==> config.mk <==
export PLATFORM = sky130hd
export DESIGN_NAME = ni_be_pkt_buffer
export DESIGN_NICKNAME = d
export VERILOG_FILES = /design/src/rtl/ni_be_pkt_buf_pkg.sv /design/src/rtl/ni_be_pkt_buf_mem.sv /design/src/rtl/ni_be_pkt_buffer.sv
export SDC_FILE = /design/constraint.sdc
export NUM_CORES = 1
export LEC_CHECK = 0
export BUFFER_PORTS_ARGS = -buffer_cell sky130_fd_sc_hd__buf_4
export CELL_PAD_IN_SITES_DETAIL_PLACEMENT = 1
export CELL_PAD_IN_SITES_GLOBAL_PLACEMENT = 1
export CORE_MARGIN = 5
export CORE_UTILIZATION = 50
export CTS_BUF_LIST = sky130_fd_sc_hd__clkbuf_8
export CTS_CLUSTER_SIZE = 10
export DETAILED_ROUTE_END_ITERATION = 6
export PLACE_DENSITY_LB_ADDON = 0.1
export SLEW_MARGIN = 10
export SYNTH_ARGS = -nofsm -noshare
export SYNTH_HDL_FRONTEND = slang
export SYNTH_SLANG_ARGS = --single-unit
==> constraint.sdc <==
create_clock -name i_clk_noc -period 5.5 [get_ports i_clk_noc]
set_input_delay 0.55 -clock i_clk_noc [delete_from_list [all_inputs] [get_ports i_clk_noc]]
set_output_delay 0.55 -clock i_clk_noc [all_outputs]
set_load 0.01 [all_outputs]
==> src/rtl/ni_be_pkt_buf_pkg.sv <==
// Shared types and sizing helpers for the BE store-and-forward packet buffer.
package ni_be_pkt_buf_pkg;

    typedef enum logic [1:0] {
        IDLE = 2'd0,
        FILL = 2'd1,
        DROP = 2'd2
    } be_buf_state_t;

    localparam int DROP_CNT_W = 16;

    // One extra bit above the address width serves as the wrap bit.
    function automatic int ptr_width(input int depth);
        return $clog2(depth) + 1;
    endfunction

endpackage

==> src/rtl/ni_be_pkt_buf_mem.sv <==
// Flit storage: DEPTH x (FLIT_WIDTH+1) register array holding {last,flit}.
// One synchronous write port and one asynchronous read port.
module ni_be_pkt_buf_mem #(
    parameter int FLIT_WIDTH = 32,
    parameter int DEPTH      = 16
) (
    input  logic                     i_clk,
    input  logic                     i_we,
    input  logic [$clog2(DEPTH)-1:0] i_waddr,
    input  logic [FLIT_WIDTH:0]      i_wdat,
    input  logic [$clog2(DEPTH)-1:0] i_raddr,
    output logic [FLIT_WIDTH:0]      o_rdat
);

    logic [FLIT_WIDTH:0] r_mem [DEPTH];

    always_ff @(posedge i_clk) begin
        if (i_we) begin
            r_mem[i_waddr] <= i_wdat;
        end
    end

    assign o_rdat = r_mem[i_raddr];

endmodule

==> src/rtl/ni_be_pkt_buffer.sv <==
// Store-and-forward BE packet buffer: a packet is released the cycle after its last flit lands, over-length
// packets are dropped whole, in_ready falls only when storage is full. Drop statistics: NI_BE_PKT_BUF_STATS_EN.
module ni_be_pkt_buffer
    import ni_be_pkt_buf_pkg::*;
#(
    parameter int FLIT_WIDTH = 32,
    parameter int DEPTH      = 16,
    parameter int MAX_LEN    = 8
) (
    input  logic                          i_clk_noc,
    input  logic                          i_rst_noc,
    input  logic [FLIT_WIDTH-1:0]         i_in_flit,
    input  logic                          i_in_last,
    input  logic                          i_in_valid,
    output logic                          o_in_ready,
    output logic [FLIT_WIDTH-1:0]         o_out_flit,
    output logic                          o_out_last,
    output logic                          o_out_valid,
    input  logic                          i_out_ready,
    output logic [ptr_width(DEPTH)-1:0]   o_pkt_count,
    output logic [DROP_CNT_W-1:0]         o_drop_count
);

    localparam int PTR_W = ptr_width(DEPTH);
    localparam int AW    = $clog2(DEPTH);
    localparam int LEN_W = $clog2(MAX_LEN + 1);
    localparam logic [LEN_W-1:0] MAX_LEN_C = LEN_W'(MAX_LEN);
    localparam logic [PTR_W-1:0] DEPTH_C   = PTR_W'(DEPTH);

    if ((DEPTH < MAX_LEN) || ((DEPTH & (DEPTH - 1)) != 0)) begin : g_bad_cfg
        $fatal(1, "ni_be_pkt_buffer: DEPTH must be a power of two and >= MAX_LEN");
    end

    be_buf_state_t    r_state, w_state_nxt;
    logic [PTR_W-1:0] r_wr_ptr, w_wr_ptr_nxt;
    logic [PTR_W-1:0] r_commit_ptr, w_commit_ptr_nxt;
    logic [PTR_W-1:0] r_rd_ptr;
    logic [PTR_W-1:0] r_pkt_count;
    logic [LEN_W-1:0] r_flen, w_flen_nxt;
    logic [LEN_W-1:0] w_flen_inc;
    logic             w_full;
    logic             w_wr_fire;
    logic             w_rd_fire;
    logic             w_mem_we;
    logic             w_commit;
    logic             w_drop_done;
    logic [FLIT_WIDTH:0] w_rd_dat;

    assign w_full      = (r_wr_ptr - r_rd_ptr) == DEPTH_C;
    assign o_in_ready  = !i_rst_noc && ((r_state == DROP) || !w_full);
    assign w_wr_fire   = i_in_valid && o_in_ready;
    assign o_out_valid = (r_pkt_count != '0);
    assign w_rd_fire   = o_out_valid && i_out_ready;
    assign w_flen_inc  = r_flen + 1'b1;

    always_comb begin
        w_state_nxt      = r_state;
        w_wr_ptr_nxt     = r_wr_ptr;
        w_commit_ptr_nxt = r_commit_ptr;
        w_flen_nxt       = r_flen;
        w_mem_we         = 1'b0;
        w_commit         = 1'b0;
        w_drop_done      = 1'b0;
        case (r_state)
            IDLE: begin
                if (w_wr_fire) begin
                    w_mem_we     = 1'b1;
                    w_wr_ptr_nxt = r_wr_ptr + 1'b1;
                    if (i_in_last) begin
                        w_commit         = 1'b1;
                        w_commit_ptr_nxt = r_wr_ptr + 1'b1;
                    end else begin
                        w_state_nxt = FILL;
                        w_flen_nxt  = LEN_W'(1);
                    end
                end
            end
            FILL: begin
                if (w_wr_fire) begin
                    w_flen_nxt = w_flen_inc;
                    if (i_in_last) begin
                        w_mem_we         = 1'b1;
                        w_wr_ptr_nxt     = r_wr_ptr + 1'b1;
                        w_commit         = 1'b1;
                        w_commit_ptr_nxt = r_wr_ptr + 1'b1;
                        w_state_nxt      = IDLE;
                    end else if (w_flen_inc == MAX_LEN_C) begin
                        // Over-length: forget the partial packet and swallow the rest.
                        w_wr_ptr_nxt = r_commit_ptr;
                        w_state_nxt  = DROP;
                    end else begin
                        w_mem_we     = 1'b1;
                        w_wr_ptr_nxt = r_wr_ptr + 1'b1;
                    end
                end
            end
            DROP: begin
                if (w_wr_fire && i_in_last) begin
                    w_drop_done = 1'b1;
                    w_state_nxt = IDLE;
                end
            end
            default: w_state_nxt = IDLE;
        endcase
    end

    always_ff @(posedge i_clk_noc or posedge i_rst_noc) begin
        if (i_rst_noc) begin
            r_state      <= IDLE;
            r_wr_ptr     <= '0;
            r_commit_ptr <= '0;
            r_rd_ptr     <= '0;
            r_pkt_count  <= '0;
            r_flen       <= '0;
        end else begin
            r_state      <= w_state_nxt;
            r_wr_ptr     <= w_wr_ptr_nxt;
            r_commit_ptr <= w_commit_ptr_nxt;
            r_flen       <= w_flen_nxt;
            if (w_rd_fire) begin
                r_rd_ptr <= r_rd_ptr + 1'b1;
            end
            r_pkt_count <= r_pkt_count + PTR_W'(w_commit) - PTR_W'(w_rd_fire && o_out_last);
        end
    end

    ni_be_pkt_buf_mem #(
        .FLIT_WIDTH (FLIT_WIDTH),
        .DEPTH      (DEPTH)
    ) u_mem (
        .i_clk   (i_clk_noc),
        .i_we    (w_mem_we),
        .i_waddr (r_wr_ptr[AW-1:0]),
        .i_wdat  ({i_in_last, i_in_flit}),
        .i_raddr (r_rd_ptr[AW-1:0]),
        .o_rdat  (w_rd_dat)
    );

    assign o_out_last  = w_rd_dat[FLIT_WIDTH];
    assign o_out_flit  = w_rd_dat[FLIT_WIDTH-1:0];
    assign o_pkt_count = r_pkt_count;

`ifdef NI_BE_PKT_BUF_STATS_EN
    logic [DROP_CNT_W-1:0] r_drop_count;

    always_ff @(posedge i_clk_noc or posedge i_rst_noc) begin
        if (i_rst_noc) begin
            r_drop_count <= '0;
        end else if (w_drop_done && (r_drop_count != {DROP_CNT_W{1'b1}})) begin
            r_drop_count <= r_drop_count + 1'b1;
        end
    end

    assign o_drop_count = r_drop_count;
`else
    assign o_drop_count = '0;
`endif

endmodule

==> flow_metrics.env <==
export IMPL_rsz0062_at_grt="no"
export IMPL_async_flop_share_pct=4.69
export IMPL_power_switching_mw=3.88
export IMPL_p_sw_share_pct=31.7
export IMPL_gp_congestion=0.736
export IMPL_yosys_register_bits=554
export IMPL_die_h_um=219
export IMPL_ys_warn_count=0
export IMPL_dr_pass1_iters=5
export IMPL_grt_pass1_vias=12048
export IMPL_yosysTopAreaCell="edfxtp_1"
export IMPL_slew_headroom_pct=39.0
export IMPL_finalCritPeriodShare_pct=70.3
export IMPL_synth_edff_count=528
export IMPL_crit_path_cell_trace="buf_4 -> mux4_2 -> nand2_1 -> and3_1 -> a31oi_1 -> buf_4"
export IMPL_dpl_cell_area_um2=23200
export IMPL_cts_tree="built"
export IMPL_max_freq_ghz=0.259
export IMPL_synthesis_instances=1103
export IMPL_power_frac_clock_pct=26.7
export IMPL_antennaDiodeCount=0
export IMPL_cp_arrival_ns=3.31
export IMPL_ys_types=47
export IMPL_route_detailed_drc=0
export IMPL_clkTransAtPathRegs_ns=0.06
export IMPL_worstSetupStartpointType="flip-flop"
export IMPL_finalClockSkew_ns=0.0267
export IMPL_max_stage_delay_ns=0.75
export IMPL_coreArea_um2=43200
export IMPL_initial_core_util_pct=50.6
export IMPL_cts_sink_count=554
export IMPL_syn_to_final_growth_pct=13.7
export IMPL_fin_nets=1307
export IMPL_grt_pass1_wl_um=75100
export IMPL_dr_first_iter_drc_count=807
export IMPL_cts_setup_buffers=0
export IMPL_grt_ovfl_total=0
export IMPL_numCtsBuffers=89
export IMPL_stdcell_area_um2=24800
export IMPL_seqPwrFrac_pct=42.2
export IMPL_cp_required_ns=4.95
export IMPL_rows=76
export IMPL_cts_resized=0
export IMPL_layout_commonest_cell="edfxtp_1"
export IMPL_worst_pin_slew_ns=0.914
export IMPL_die_area_um2=48000
export IMPL_finalHoldViolCount=0
export IMPL_p_int_mw=8.36
export IMPL_ant_nets=0
export IMPL_cts_root_buf="clkbuf_8"
export IMPL_grt_antenna_before_repair=0
export IMPL_power_leakage_nw=8.51
export IMPL_cts_buffer_depth=3
export IMPL_pwr_share_comb_pct=31.1
export IMPL_finalSetupViolCount=0
export IMPL_finalCriticalPeriod_ns=3.86
export IMPL_finalWirelength_um=48800
export IMPL_clock_latency_ns=0.65
export IMPL_port_buffers=76
export IMPL_synth_area_per_cell_um2=19.8
export IMPL_status="finished, final reports clean"
export IMPL_max_cap_viol_count=0
export IMPL_synth_top_area_share_pct=72.6
export IMPL_hpwl_um=28300
export IMPL_cellPowerDensity_nw_per_um2=493
export IMPL_hold_buffers=1
export IMPL_grt_max_degree=80
export IMPL_num_io_pins=93
export IMPL_synth_area_leaders="edfxtp_1 73%, mux4_2 14%, dfrtp_1 3.0%, nand2_1 2.4%, and3_1 1.4%"
export IMPL_mostFrequentLayoutCells="528 x edfxtp_1, 142 x nand2_1, 132 x mux4_2"
export IMPL_endpoint_kind="output pin"
export IMPL_synth_area_um2=21800
export IMPL_cp_common_cell="buf_4"
export IMPL_via_per_inst=5.69
export IMPL_finalSetupTns_ns=0
export IMPL_drv_slew=0
export IMPL_vdd_drop_max_mv=0.368
export IMPL_crit_type="reg -> out"
export IMPL_crit_path_top_delay_cell="buf_4"
export IMPL_grtUsageTotal_pct=21.0
export IMPL_yosysSeqAreaShare_pct=75.6
export IMPL_drive_gt1_share_pct=29.0
export IMPL_cp_max_fo=41
export IMPL_wl_per_cell_um=25.6
export IMPL_fp_dieW_um=219
export IMPL_yosys_most_used_dff="edfxtp_1"
export IMPL_hold_class="in -> reg"
export IMPL_num_vias=10830
export IMPL_h_tree_depth=3
-- synthesized netlist by cell type, types with 5 or more instances --
library cell,number
edfxtp_1,528
nand2_1,142
mux4_2,132
and3_1,49
a31oi_1,33
clkbuf_1,33
dfrtp_1,26
buf_4,24
ha_1,16
inv_1,12
nor2_1,12
buf_2,11
xnor2_1,10
o21ai_0,8
xor2_1,7
mux2_4,5
mux2i_1,5
nand3_1,5
-- area by class of cell --
class / instances / area [µm²]
Fill cell: 3835 / 18300
Sequential cell: 554 / 16500
Multi-Input combinational cell: 478 / 4990
Clock buffer: 90 / 1240
Timing Repair Buffer: 116 / 923
Tap cell: 585 / 732
Clock inverter: 65 / 378
Inverter: 14 / 52.6
-- flip-flops by register name, indices dropped and copies added (netlist names) --
register      cells
u_mem.r_mem     528
o_pkt_count       5
r_commit_ptr      5
r_rd_ptr          5
r_wr_ptr          5
r_flen            4
r_state           2
-- kinds of logic after synthesis --
| logic type | Yosys count | share of synthesized area [%] |
|---|---|---|
| flip-flops | 554 | 75.6 |
| adder cells (fa/ha/maj) | 17 | 1.01 |
| AO/OA/AOI/OAI | 55 | 1.64 |
| buffers and inverters | 86 | 1.99 |
| AND/OR/NAND/NOR | 231 | 4.94 |
| multiplexers | 142 | 14.2 |
| other | 1 | 0.0172 |
| XOR/XNOR | 17 | 0.682 |
-- worst max-delay path: cells and delay by family, from the launching register on --
family | cells | cell delay (ns)
buffers and inverters | 2 | 0.95
flip-flops | 1 | 0.67
multiplexers | 1 | 0.60
AND/OR/NAND/NOR | 2 | 0.34
AO/OA/AOI/OAI | 1 | 0.08
-- power by group through the flow --
stage | combinational, mW | sequential, mW | clock [mW]
finish | 3.81 | 5.16 | 3.27
global route | 4.15 | 5.20 | 3.60
CTS | 3.91 | 5.17 | 3.36
detailed placement | 3.89 | 5.25 | 0
global placement | 3.86 | 5.23 | 0
floorplan | 2.67 | 5.10 | 0
-- routing by layer --
metal	wire length, µm	global-route usage [%]
met4	760	5.46
met3	2260	3.92
met5	0	0
met2	24200	34.1
met1	21500	29.8
-- through the flow --
stage | std cells | setup WS, ns | hold slack, ns | utilization (%) | total power [mW]
floorplan | 1118 | 0.741 | 0.465 | - | 7.77
global placement | 1746 | 1.78 | 0.494 | 53.7 | 9.10
detailed placement | 1746 | 1.75 | 0.496 | 53.7 | 9.14
CTS | 1902 | 1.50 | 0.128 | 57.5 | 12.4
global route | 1902 | 1.31 | 0.160 | 57.5 | 12.9
finish | 1902 | 1.64 | 0.188 | 57.5 | 12.2
-- path summary, 6_finish.rpt --
path | startpoint | end | slack (ns) | cells past startpoint
setup / recovery | r_rd_ptr[0] | o_out_flit[23] | 1.64 | 6
hold / removal | i_in_flit[31] | u_mem.r_mem[10][31] | 0.19 | 1
setup reg to reg | r_rd_ptr[2] | o_pkt_count[4] | 1.76 | 13
hold reg to reg | r_commit_ptr[2] | r_commit_ptr[2] | 0.51 | 1
max in group asynchronous | i_rst_noc | r_rd_ptr[1] | 4.66 | 4
min in group asynchronous | i_rst_noc | o_pkt_count[3] | 0.54 | 4
No activity file was read; power rests on OpenSTA's default activity.
